$ cat src/rtl/serial_frame_tx.sv
// Serial frame transmitter: start bit, 2-bit port, length field, then payload.
// Payload goes out LSB first; port and length go out MSB first.
module serial_frame_tx #(
  parameter int LEN_W = 4
) (
  input  logic                    clk,
  input  logic                    rst,
  input  logic                    clkEn,
  input  logic                    start,
  input  logic [1:0]              port,
  input  logic [LEN_W-1:0]        len,
  input  logic [(1<<LEN_W)-1:0]   dataIn,
  output logic                    serOut,
  output logic                    ready,
  output logic                    done
);

  localparam int DW = 1 << LEN_W;
  localparam int CW = (LEN_W > 2) ? LEN_W : 2;

  localparam logic [2:0] S_IDLE  = 3'd0;
  localparam logic [2:0] S_START = 3'd1;
  localparam logic [2:0] S_PORT  = 3'd2;
  localparam logic [2:0] S_LEN   = 3'd3;
  localparam logic [2:0] S_DATA  = 3'd4;

  logic [2:0]       state_q, state_d;
  logic [CW-1:0]    cnt_q, cnt_d;
  logic [CW-1:0]    cnt_dec, cnt_inc, len_ext;
  logic [1:0]       port_q, port_d;
  logic [LEN_W-1:0] len_q, len_d;
  logic [DW-1:0]    data_q, data_d;
  logic             ser_q, ser_d;
  logic             done_q, done_d;
  logic             len_bit, data_bit;

  // cnt_q is the index of the bit currently on the line
  assign cnt_dec  = cnt_q - CW'(1);
  assign cnt_inc  = cnt_q + CW'(1);
  assign len_ext  = CW'(len_q);
  assign len_bit  = |(len_q & (LEN_W'(1) << cnt_dec));
  assign data_bit = |(data_q & (DW'(1) << cnt_inc));

  always_comb begin
    state_d = state_q;
    cnt_d   = cnt_q;
    port_d  = port_q;
    len_d   = len_q;
    data_d  = data_q;
    ser_d   = ser_q;
    done_d  = 1'b0;
    if (clkEn) begin
      case (state_q)
        S_IDLE: begin
          if (start) begin
            port_d  = port;
            len_d   = len;
            data_d  = dataIn;
            ser_d   = 1'b0;
            state_d = S_START;
          end
        end
        S_START: begin
          ser_d   = port_q[1];
          cnt_d   = CW'(1);
          state_d = S_PORT;
        end
        S_PORT: begin
          if (cnt_q != '0) begin
            ser_d = port_q[0];
            cnt_d = cnt_dec;
          end else begin
            ser_d   = len_q[LEN_W-1];
            cnt_d   = CW'(LEN_W-1);
            state_d = S_LEN;
          end
        end
        S_LEN: begin
          if (cnt_q != '0) begin
            ser_d = len_bit;
            cnt_d = cnt_dec;
          end else if (len_q != '0) begin
            ser_d   = data_q[0];
            cnt_d   = '0;
            state_d = S_DATA;
          end else begin
            ser_d   = 1'b1;
            cnt_d   = '0;
            done_d  = 1'b1;
            state_d = S_IDLE;
          end
        end
        S_DATA: begin
          if (cnt_inc == len_ext) begin
            ser_d   = 1'b1;
            cnt_d   = '0;
            done_d  = 1'b1;
            state_d = S_IDLE;
          end else begin
            ser_d = data_bit;
            cnt_d = cnt_inc;
          end
        end
        default: begin
          ser_d   = 1'b1;
          cnt_d   = '0;
          state_d = S_IDLE;
        end
      endcase
    end
  end

  always_ff @(posedge clk or posedge rst) begin
    if (rst) begin
      state_q <= S_IDLE;
      cnt_q   <= '0;
      port_q  <= '0;
      len_q   <= '0;
      data_q  <= '0;
      ser_q   <= 1'b1;
      done_q  <= 1'b0;
    end else begin
      state_q <= state_d;
      cnt_q   <= cnt_d;
      port_q  <= port_d;
      len_q   <= len_d;
      data_q  <= data_d;
      ser_q   <= ser_d;
      done_q  <= done_d;
    end
  end

  assign serOut = ser_q;
  assign done   = done_q;
  assign ready  = (state_q == S_IDLE);

endmodule
$ cat config.mk
export PLATFORM = sky130hd
export DESIGN_NAME = serial_frame_tx
export DESIGN_NICKNAME = d
export VERILOG_FILES = /design/src/rtl/serial_frame_tx.sv
export SDC_FILE = /design/constraint.sdc
export NUM_CORES = 1
export LEC_CHECK = 0
export BUFFER_PORTS_ARGS = -buffer_cell sky130_fd_sc_hd__buf_2
export CAP_MARGIN = 25
export CORE_ASPECT_RATIO = 0.5
export CORE_MARGIN = 2
export CORE_UTILIZATION = 60
export CTS_CLUSTER_DIAMETER = 100
export CTS_CLUSTER_SIZE = 30
export DETAILED_ROUTE_END_ITERATION = 12
export PLACE_DENSITY = 0.81
export SLEW_MARGIN = 30
export SYNTH_ARGS = -nofsm -noshare
export SYNTH_HDL_FRONTEND = slang
export SYNTH_SLANG_ARGS = --single-unit
$ cat constraint.sdc
create_clock -name clk -period 3.4 [get_ports clk]
set_input_delay 0.34 -clock clk [delete_from_list [all_inputs] [get_ports clk]]
set_output_delay 0.34 -clock clk [all_outputs]
set_load 0.03 [all_outputs]
==> metrics.yaml, run 1 <==
worst_setup_path:
  crit_type: "reg -> reg"
  start_kind: "register"
  arrival_ps: 2630
  r2r_cells: 6
  end_kind: "register"
  cp.required_ps: 3610
  worstPathMaxFanout: 12
yosys:
  ys_warn_count: 0
  synth_area_per_cell_um2: 10.70
  synth_area_mm2: 0.001829
  ys_seq_area_share_pct: 42.48
  synth-seq-cells: 31
  ys_types: 44
  synth_fp_nets: 203
  synthCells: 171
timing:
  slew_headroom_pct: 58.42
  finalSetupViolCount: 0
  worstMarginPinSlew_ps: 622.8
  finalCritPeriodShare_pct: 71.18
  timing.setup.tns_ps: 0
  rsz0062_at_grt: "false"
  whs_ps: 133.4
  finalMaxSlewViolations: 0
  finalHoldViolCount: 0
  fin_crit_ps: 2420
  fin_skew_ps: 9.496
  fmax_mhz: 413.2
placement:
  dpl_cell_area_mm2: 0.001978
  finalWeightedCongestion: 0.8595
  dp.final_hpwl_um: 2702
  port_buffers: 28
final_layout:
  design_area_mm2: 0.002059
  layout_commonest_cell: "dfrtp_1"
  fin_nets: 229
  final_cell_mix: "30 x dfrtp_1, 28 x buf_2, 22 x mux2_2, 14 x nand2_1"
  diodes: 0
  syn_to_final_growth_pct: 12.59
  drive_gt1_share_pct: 33.33
drt:
  vias: 1397
  detail-route-antenna-nets: 0
  first_pass_iters: 4
  drc: 0
  routedWlPerCell_um: 15.73
  routed_via_density: 5.870
  drt-total-wl_um: 3743
  first_iter_violations: 152
pwr:
  leakagePower_uw: 0.0009162
  powerDensity_mw_per_mm2: 909.6
  ir_drop_mv: 0.5579
outcome:
  status: "complete, no violations"
cts:
  clkLatencyLatePin_ps: 280
  cts_max_level: 2
  hold_buffers: 0
  clock_path_buffers: 2
  cts-root-buf: "clkbuf_8"
  cts_setup_buffers: 0
  cts_buffers: 5
  post_cts_resized: 0
  path_clk_slew_ps: 70
  cts_tree: "yes"
  clock_sinks: 31
global_routing:
  grt_pass1_vias: 1377
  grt_overflow_total: 0
  grt_use_total_pct: 24.73
  antenna_found_initial: 0
  grt_pass1_wl_um: 6375
  grt_start_max_net_pins: 32
worst_hold_path:
  holdCritPathClass: "in -> async"
floorplanning:
  ioPinCount: 29
  die_w_um: 82.09
  die-area_mm2: 0.003533
  fp-row-count: 14
  initial_utilization_pct: 61.79
  die_h_um: 43.05
  core_area_mm2: 0.002960
job:
  timing.max_cap.violations: 0
## worst max-delay path: stages, from the launching register on
cell and delay [ps]:
dfrtp_1 540, ha_1 350, xnor2_2 310, mux2_4 350, a2111oi_4 340, a211oi_1 90
o32a_1 360
## cells in the mapped netlist (all sizes together)
master | number | area share, %
a2111oi | 1 | 1.5
a211o | 1 | 0.48
a211oi | 2 | 0.82
a21boi | 1 | 0.41
a21oi | 9 | 2.5
a221oi | 1 | 0.48
a222oi | 1 | 0.55
a22oi | 6 | 2.5
a31oi | 1 | 0.34
and3 | 1 | 0.34
buf | 4 | 1.4
clkbuf | 6 | 1.2
dfrtp | 30 | 41
dfstp | 1 | 1.4
ha | 6 | 4.1
inv | 8 | 1.6
mux2 | 23 | 14
mux2i | 2 | 1.1
mux4 | 1 | 1.2
nand2 | 14 | 2.9
nand2b | 2 | 0.68
nand3 | 4 | 1.1
nand3b | 2 | 0.82
nand4 | 2 | 0.68
nor2 | 9 | 1.8
nor3 | 6 | 1.6
nor3b | 1 | 0.68
nor4 | 1 | 0.34
o2111ai | 1 | 0.48
o21a | 1 | 0.41
o21ai | 10 | 2.7
o22ai | 1 | 0.34
o32a | 1 | 0.55
o41ai | 1 | 0.48
or3 | 1 | 0.34
or3b | 1 | 0.48
xnor2 | 3 | 1.8
xor2 | 3 | 1.4
xor3 | 2 | 2.8
## power breakdown
group | switching, uW | internal (uW)
combinational | 405 | 430
clock | 132 | 143
sequential | 215 | 547
## flip-flops by register name, summed over array words and instances, names as in the netlist
register and count:
data_q 16, cnt_q 4, len_ext 4, state_q 3, done 1, port_q 2, serOut 1
## path summary, 6_finish.rpt
kind / startpoint / end / slack [ps]
max: cnt_q[0] / serOut / 980
min: rst / cnt_q[1] / 130
max reg2reg: cnt_q[0] / serOut / 980
min reg2reg: data_q[11] / data_q[11] / 510
max in group asynchronous: rst / data_q[1] / 2850
min in group clk: port[1] / port_q[1] / 270
## per-layer routing
| metal | up-vias | part of all wire [%] | GRT usage (%) |
|---|---|---|---|
| li1 | 669 | - | - |
| met1 | 646 | 47 | 33.98 |
| met2 | 73 | 43 | 36.91 |
| met3 | 9 | 8.3 | 8.085 |
| met4 | 0 | 2.0 | 8.667 |
| met5 | - | 0 | 0 |
## per-stage QoR
step	total power, uW	instances	utilization (%)	setup slack, ps
after global placement	1549	230	66.82	1068
after floorplan	1399	171	-	1291
after CTS	1864	238	69.57	999.2
after global routing	1992	238	69.57	875.5
after detailed placement	1580	230	66.82	1030
final	1873	238	69.57	980.0
## logic make-up after synthesis
| kind of cell | count (synthesis) | share of synthesized area, % |
|---|---|---|
| AND/OR/NAND/NOR | 44 | 11.83 |
| AO/OA/AOI/OAI | 38 | 14.50 |
| flip-flops | 31 | 42.48 |
| multiplexers | 26 | 16.69 |
| buffers and inverters | 18 | 4.309 |
| XOR/XNOR | 8 | 6.088 |
| adder cells (fa/ha/maj) | 6 | 4.104 |
## area by class of cell
type / instances / area, um^2
inverter: 8 / 30.03
multi-input combinational: 122 / 973.4
sequential: 31 / 777.0
clock inverter: 1 / 5.005
fill: 237 / 900.9
clock buffer: 7 / 76.32
timing repair buffer: 29 / 147.6
tap: 40 / 50.05
No activity file was read; power rests on OpenSTA's default activity.
==> run 2: changes to the inputs <==
--- a/config.mk
+++ b/config.mk
@@ -9,11 +9,11 @@
 export CAP_MARGIN = 25
 export CORE_ASPECT_RATIO = 0.5
 export CORE_MARGIN = 2
-export CORE_UTILIZATION = 60
+export CORE_UTILIZATION = 56
 export CTS_CLUSTER_DIAMETER = 100
 export CTS_CLUSTER_SIZE = 30
 export DETAILED_ROUTE_END_ITERATION = 12
-export PLACE_DENSITY = 0.81
+export PLACE_DENSITY = 0.76
 export SLEW_MARGIN = 30
 export SYNTH_ARGS = -nofsm -noshare
 export SYNTH_HDL_FRONTEND = slang
==> constraint.sdc (replaced) <==
create_clock -name clk -period 2.5 [get_ports clk]
set_input_delay 0.25 -clock clk [delete_from_list [all_inputs] [get_ports clk]]
set_output_delay 0.25 -clock clk [all_outputs]
set_load 0.03 [all_outputs]
==> run 2 against run 1 <==
  * Sequential share of layout area decreased by 0.92 points
  * Critical endpoint unchanged
  * Cell count up 0.84%
  * Critical path depth did not move
  * Sequential power rose by 33%
  * Via count grew 0.57%
  * Sequential cell count is the same
==> metrics.yaml, run 2 (synthesis results as in run 1) <==
outcome:
  status: "complete, no violations"  # unchanged
placement:
  finalWeightedCongestion: 0.8832  # was 0.8595
  place_ws_ps: 217.1  # was 1030 ps
  port_buffers: 28  # unchanged
  dp.final_hpwl_um: 2741  # was 2702 um
  place_inst: 232  # was 230
drt:
  routedWlPerCell_um: 16.03  # was 15.73 um
  first_pass_iters: 4  # unchanged
  drc: 0  # unchanged
  vias: 1405  # was 1,397
  detail-route-antenna-nets: 0  # unchanged
  first_iter_violations: 164  # was 152
  routed_via_density: 5.854  # was 5.870
  drt-total-wl_um: 3847  # was 3743 um
floorplanning:
  core_area_mm2: 0.003065  # was 0.002960 mm^2
  die_w_um: 84.83  # was 82.09 um
  die_h_um: 44.42  # was 43.05 um
  die-area_mm2: 0.003768  # was 0.003533 mm^2
  initial_utilization_pct: 59.67  # was 61.79%
  fp-row-count: 14  # unchanged
  ioPinCount: 29  # unchanged
pwr:
  powerDensity_mw_per_mm2: 1271  # was 909.6 mW/mm^2
  power.switching_uw: 1025  # was 752.6 uW
  switching_share_pct: 38.18  # was 40.18%
  seqPwrFrac_pct: 37.7  # was 40.7%
  pwr-share-comb_pct: 43.0  # was 44.6%
  power_frac_clock_pct: 19.3  # was 14.7%
  leakagePower_uw: 0.0009463  # was 0.0009162 uW
  ir_drop_mv: 0.5833  # was 0.5579 mV
  power_report.internal_total_uw: 1659  # was 1121 uW
cts:
  clock_path_buffers: 2  # unchanged
  post_cts_resized: 0  # unchanged
  cts_max_level: 2  # unchanged
  cts-root-buf: "clkbuf_8"  # unchanged
  cts_tree: "yes"  # unchanged
  clkLatencyLatePin_ps: 290  # was 280 ps
  hold_buffers: 0  # unchanged
  path_clk_slew_ps: 70  # about the same
  cts_setup_buffers: 0  # unchanged
  cts_buffers: 5  # unchanged
  clock_sinks: 31  # unchanged
timing:
  slew_headroom_pct: 62.78  # was 58.42%
  finalMaxSlewViolations: 0  # unchanged
  rsz0062_at_grt: "false"  # unchanged
  timing.setup.tns_ps: 0  # unchanged
  finalCritPeriodShare_pct: 92.75  # was 71.18%
  finalSetupViolCount: 0  # unchanged
  timing.final.ws_setup_ps: 181.2  # was 980.0 ps
  fin_crit_ps: 2319  # was 2420 ps
  finalHoldViolCount: 0  # unchanged
  fin_skew_ps: 6.921  # was 9.496 ps
  fmax_mhz: 431.3  # was 413.2 MHz
  worstMarginPinSlew_ps: 553.1  # was 622.8 ps
final_layout:
  final_core_util_pct: 68.86  # was 69.57%
  final_cell_mix: "30 x dfrtp_1, 28 x buf_2, 22 x mux2_2, 14 x nand2_1"  # unchanged
  regMostFlops: "data_q"  # unchanged
  layout_commonest_cell: "dfrtp_1"  # unchanged
  drive_gt1_share_pct: 34.50  # was 33.33%
  instances_no_fill: 240  # was 238
  syn_to_final_growth_pct: 15.39  # was 12.59%
  largest_reg_flops: 16  # unchanged
  fin_nets: 231  # was 229
  n_fill_cell: 227  # was 237
  diodes: 0  # unchanged
global_routing:
  antenna_found_initial: 0  # unchanged
  grt_overflow_total: 0  # unchanged
  grt_pass1_vias: 1357  # was 1,377
  grt_use_total_pct: 24.04  # was 24.73%
  grt_start_max_net_pins: 32  # unchanged
  grt_pass1_wl_um: 6699  # was 6375 um
worst_setup_path:
  worstPathMaxFanout: 7  # was 12
  cp_slowest_cell: "dfrtp_1"  # unchanged
  crit_type: "reg -> reg"  # unchanged
  cpLargestDelayFamily: "compound AO/OA/AOI/OAI gates"  # unchanged
  path_cells: "ha_1 -> xnor2_2 -> mux2_4 -> a2111oi_4 -> a211oi_1 -> o32a_1"  # unchanged
  cp.required_ps: 2710  # was 3610 ps
  cp_num_buf_inv: 0  # unchanged
  cpPeakStageDelay_ps: 460  # was 540 ps
  arrival_ps: 2530  # was 2630 ps
  start_kind: "register"  # unchanged
  end_kind: "register"  # unchanged
worst_hold_path:
  holdCritPathClass: "in -> async"  # unchanged
job:
  timing.max_cap.violations: 0  # unchanged
[run 2: power by group through the flow]
| stage | combinational, uW | clock, uW | sequential [uW] |
|---|---|---|---|
| 2_1_floorplan | 1000 | 0 | 898 |
| 3_3_place_gp | 1110 | 0 | 1010 |
| 3_5_place_dp | 1140 | 0 | 1010 |
| 4_1_cts | 1150 | 530 | 1010 |
| 5_1_grt | 1270 | 556 | 1050 |
| 6_report | 1150 | 518 | 1010 |
[run 2: final cells by class]
class | count | area [um^2] | share of cell area (%)
sequential | 31 | 777.0 | 36.81
multi-input combinational | 122 | 973.4 | 46.12
timing repair buffer | 31 | 162.7 | 7.706
clock buffer | 6 | 82.58 | 3.912
tap | 40 | 50.05 | 2.371
inverter | 8 | 30.03 | 1.423
clock inverter | 2 | 35.03 | 1.660
[run 2: worst paths after layout]
check	start	endpoint	slack (ps)	depth (start not counted)
worst max-delay path	cnt_q[1]	serOut	180	6
worst min-delay path	rst	data_q[2]	30	3
worst max register to register	cnt_q[1]	serOut	180	6
worst min register to register	data_q[7]	data_q[7]	520	1
max in group asynchronous	rst	serOut	2120	3
min in group clk	port[1]	port_q[1]	180	3
[run 2: worst register-to-register path, stage by stage, from the launching register on]
cell	delay, ps
dfrtp_1	460
ha_1	290
xnor2_2	300
mux2_4	350
a2111oi_4	340
a211oi_1	120
o32a_1	380
[run 2: per-layer routing]
layer  vias up  part of all wire [%]  global-route usage [%]
li1        674                     -                       -
met1       676                    47                   33.82
met2        50                    45                   35.91
met3         5                   7.6                   9.142
met4         0                  0.52                   5.714
met5         -                     0                       0
[run 2: through the flow]
step | power [uW] | cell area, um^2 | hold slack, ps
floorplan | 1903 | 1829 | 352.8
global placement | 2121 | 1993 | 341.2
detailed placement | 2157 | 1993 | 351.6
CTS | 2688 | 2111 | 39.10
global route | 2875 | 2111 | 92.43
finish | 2683 | 2111 | 33.24
==> run 3: changes to the inputs <==
--- a/config.mk
+++ b/config.mk
@@ -5,15 +5,17 @@
 export SDC_FILE = /design/constraint.sdc
 export NUM_CORES = 1
 export LEC_CHECK = 0
+export ABC_CLOCK_PERIOD_IN_PS = 2500
 export BUFFER_PORTS_ARGS = -buffer_cell sky130_fd_sc_hd__buf_2
 export CAP_MARGIN = 25
 export CORE_ASPECT_RATIO = 0.5
 export CORE_MARGIN = 2
-export CORE_UTILIZATION = 56
+export CORE_UTILIZATION = 50
 export CTS_CLUSTER_DIAMETER = 100
 export CTS_CLUSTER_SIZE = 30
 export DETAILED_ROUTE_END_ITERATION = 12
-export PLACE_DENSITY = 0.76
+export HOLD_SLACK_MARGIN = 0.15
+export PLACE_DENSITY = 0.69
 export SLEW_MARGIN = 30
 export SYNTH_ARGS = -nofsm -noshare
 export SYNTH_HDL_FRONTEND = slang
==> run 3 against run 2 <==
  * Die area up 11%
  * Sequential share of layout area down 0.24 points
  * Clock power down 16%
  * Sequential power about the same
  * Register-to-register slack better by 130 ps
  * Critical endpoint unchanged
  * Largest cell class unchanged
  * Highest routed layer unchanged
==> metrics.yaml, run 3 (synthesis results as in run 1) <==
worst_setup_path:
  cp_slowest_cell: "dfrtp_1"  # unchanged
  end_kind: "register"  # unchanged
  r2r-start: "cnt_q[1]"  # unchanged
  r2r_cells: 6  # unchanged
  rrSetupSlack_ps: 310  # was 180 ps
  cp.required_ps: 2710  # about the same
  worstPathMaxFanout: 7  # unchanged
  crit_type: "reg -> reg"  # unchanged
  cp-startpoint: "cnt_q[1]"  # unchanged
  cpPeakStageDelay_ps: 460  # about the same
  path_cells: "ha_1 -> xnor2_2 -> mux2_4 -> a2111oi_4 -> a211oi_1 -> o32a_1"  # unchanged
  start_kind: "register"  # unchanged
  arrival_ps: 2400  # was 2530 ps
  worstReg2RegEnd: "serOut"  # unchanged
floorplanning:
  initial_utilization_pct: 52.68  # was 59.67%
  die_w_um: 89.54  # was 84.83 um
  die_h_um: 46.77  # was 44.42 um
  fp-row-count: 15  # was 14
  die-area_mm2: 0.004188  # was 0.003768 mm^2
  ioPinCount: 29  # unchanged
  core_area_mm2: 0.003472  # was 0.003065 mm^2
global_routing:
  grt_use_total_pct: 20.95  # was 24.04%
  grtUsageMet3_pct: 6.678  # was 9.142%
  grt_pass1_vias: 1333  # was 1,357
  grt_start_max_net_pins: 32  # unchanged
  use_met1_pct: 29.85  # was 33.82%
  grt.busiest_layer: "met2"  # unchanged
  antenna_found_initial: 0  # unchanged
  use_met2_pct: 30.74  # was 35.91%
  grt_pass1_wl_um: 6403  # was 6699 um
  grt_overflow_total: 0  # unchanged
timing:
  timing.setup.tns_ps: 0  # unchanged
  finalCritPeriodShare_pct: 87.62  # was 92.75%
  worstMarginPinSlew_ps: 506.6  # was 553.1 ps
  fin_skew_ps: 4.578  # was 6.921 ps
  whs_ps: 181.2  # was 33.24 ps
  fin_crit_ps: 2190  # was 2319 ps
  slew_headroom_pct: 65.91  # was 62.78%
  rsz0062_at_grt: "false"  # unchanged
  fmax_mhz: 456.5  # was 431.3 MHz
  finalSetupViolCount: 0  # unchanged
  finalMaxSlewViolations: 0  # unchanged
  finalHoldViolCount: 0  # unchanged
cts:
  cts_setup_buffers: 0  # unchanged
  clock_sinks: 31  # unchanged
  path_clk_slew_ps: 70  # about the same
  hold_buffers: 1  # was 0
  post_cts_resized: 0  # unchanged
  cts_max_level: 2  # unchanged
  clkLatencyLatePin_ps: 280  # was 290 ps
  cts_tree: "yes"  # unchanged
  clock_path_buffers: 2  # unchanged
  cts_buffers: 5  # unchanged
  cts-root-buf: "clkbuf_8"  # unchanged
pwr:
  ir_drop_mv: 0.4696  # was 0.5833 mV
  powerDensity_mw_per_mm2: 1224  # was 1271 mW/mm^2
  leakagePower_uw: 0.0009453  # was 0.0009463 uW
placement:
  port_buffers: 28  # unchanged
  finalWeightedCongestion: 0.8986  # was 0.8832
  place_inst: 244  # was 232
  dp.final_hpwl_um: 2687  # was 2741 um
  dpl_cell_area_mm2: 0.002014  # was 0.001993 mm^2
drt:
  first_pass_iters: 4  # unchanged
  first_iter_violations: 54  # was 164
  routed_via_density: 5.593  # was 5.854
  drc: 0  # unchanged
  detail-route-antenna-nets: 0  # unchanged
  drt-total-wl_um: 3689  # was 3847 um
  routedWlPerCell_um: 14.58  # was 16.03 um
  vias: 1415  # was 1,405
final_layout:
  drive_gt1_share_pct: 34.16  # was 34.50%
  final_cell_mix: "30 x dfrtp_1, 28 x buf_2, 22 x mux2_2, 14 x nand2_1"  # unchanged
  design_area_mm2: 0.002125  # was 0.002111 mm^2
  largest_reg_flops: 16  # unchanged
  layout_commonest_cell: "dfrtp_1"  # unchanged
  instances_no_fill: 253  # was 240
  n_fill_cell: 309  # was 227
  final_core_util_pct: 61.19  # was 68.86%
  syn_to_final_growth_pct: 16.14  # was 15.39%
  fin_nets: 233  # was 231
  regMostFlops: "data_q"  # unchanged
  diodes: 0  # unchanged
worst_hold_path:
  holdCritPathClass: "in -> reg"  # was in -> async
  hold_end: "port_q[1]"
  min_path_cells: 3
  worstHoldStart: "port[1]"
outcome:
  status: "complete, no violations"  # unchanged
job:
  timing.max_cap.violations: 0  # unchanged
==> run 3: cell types whose count changed in the layout (fill, tap and decap cells not counted) <==
cell	delta
clkinv_2	-1
dlygate4sd3_1	+1
buf_4	+1
clkbuf_1	+1
bufinv_16	-1
clkbuf_8	+1
==> run 3: critical path, delay by kind of cell, from the launching register on <==
family	cells	cell delay, ps
xor gates and xnor gates	1	190
DFF	1	460
muxes	1	330
adders and majority gates	1	300
AOI/OAI and AO/OA	3	830
==> run 3: area by class of cell <==
| cell class | instances | area [um^2] | share of cell area (%) |
|---|---|---|---|
| multi-input cells | 122 | 973.4 | 45.82 |
| flip-flops and latches | 31 | 777.0 | 36.57 |
| repair buffers | 33 | 180.2 | 8.481 |
| clock buffers | 8 | 100.1 | 4.711 |
| well taps | 51 | 63.81 | 3.004 |
| inverters | 8 | 30.03 | 1.413 |
==> run 3: through the flow <==
| step | setup slack (ps) | total power (uW) |
|---|---|---|
| after global placement | 398.4 | 2141 |
| after floorplan | 390.8 | 1903 |
| after CTS | 315.9 | 2613 |
| after global routing | 182.8 | 2805 |
| after detailed placement | 356.7 | 2168 |
| final | 309.5 | 2600 |
==> run 3: worst max-delay path by stage <==
stage | to | cells past startpoint
6_report | serOut | 6
3_3_place_gp | serOut | 6
3_5_place_dp | serOut | 6
4_1_cts | serOut | 6
5_1_grt | state_q[2] | 7
2_1_floorplan | serOut | 6
==> run 3: metal layers <==
metal  wire (um)  up-vias  part of all wire, %
met5           0        -                    0
li1            -      676                    -
met2        1646       61                   45
met4          27        0                 0.73
met3         301        3                  8.2
met1        1715      675                   46
==> run 3: report_power, final <==
part	internal, uW	total, uW	switching, uW
clock network	251	434	183
registers	744	1010	267
logic	602	1150	553
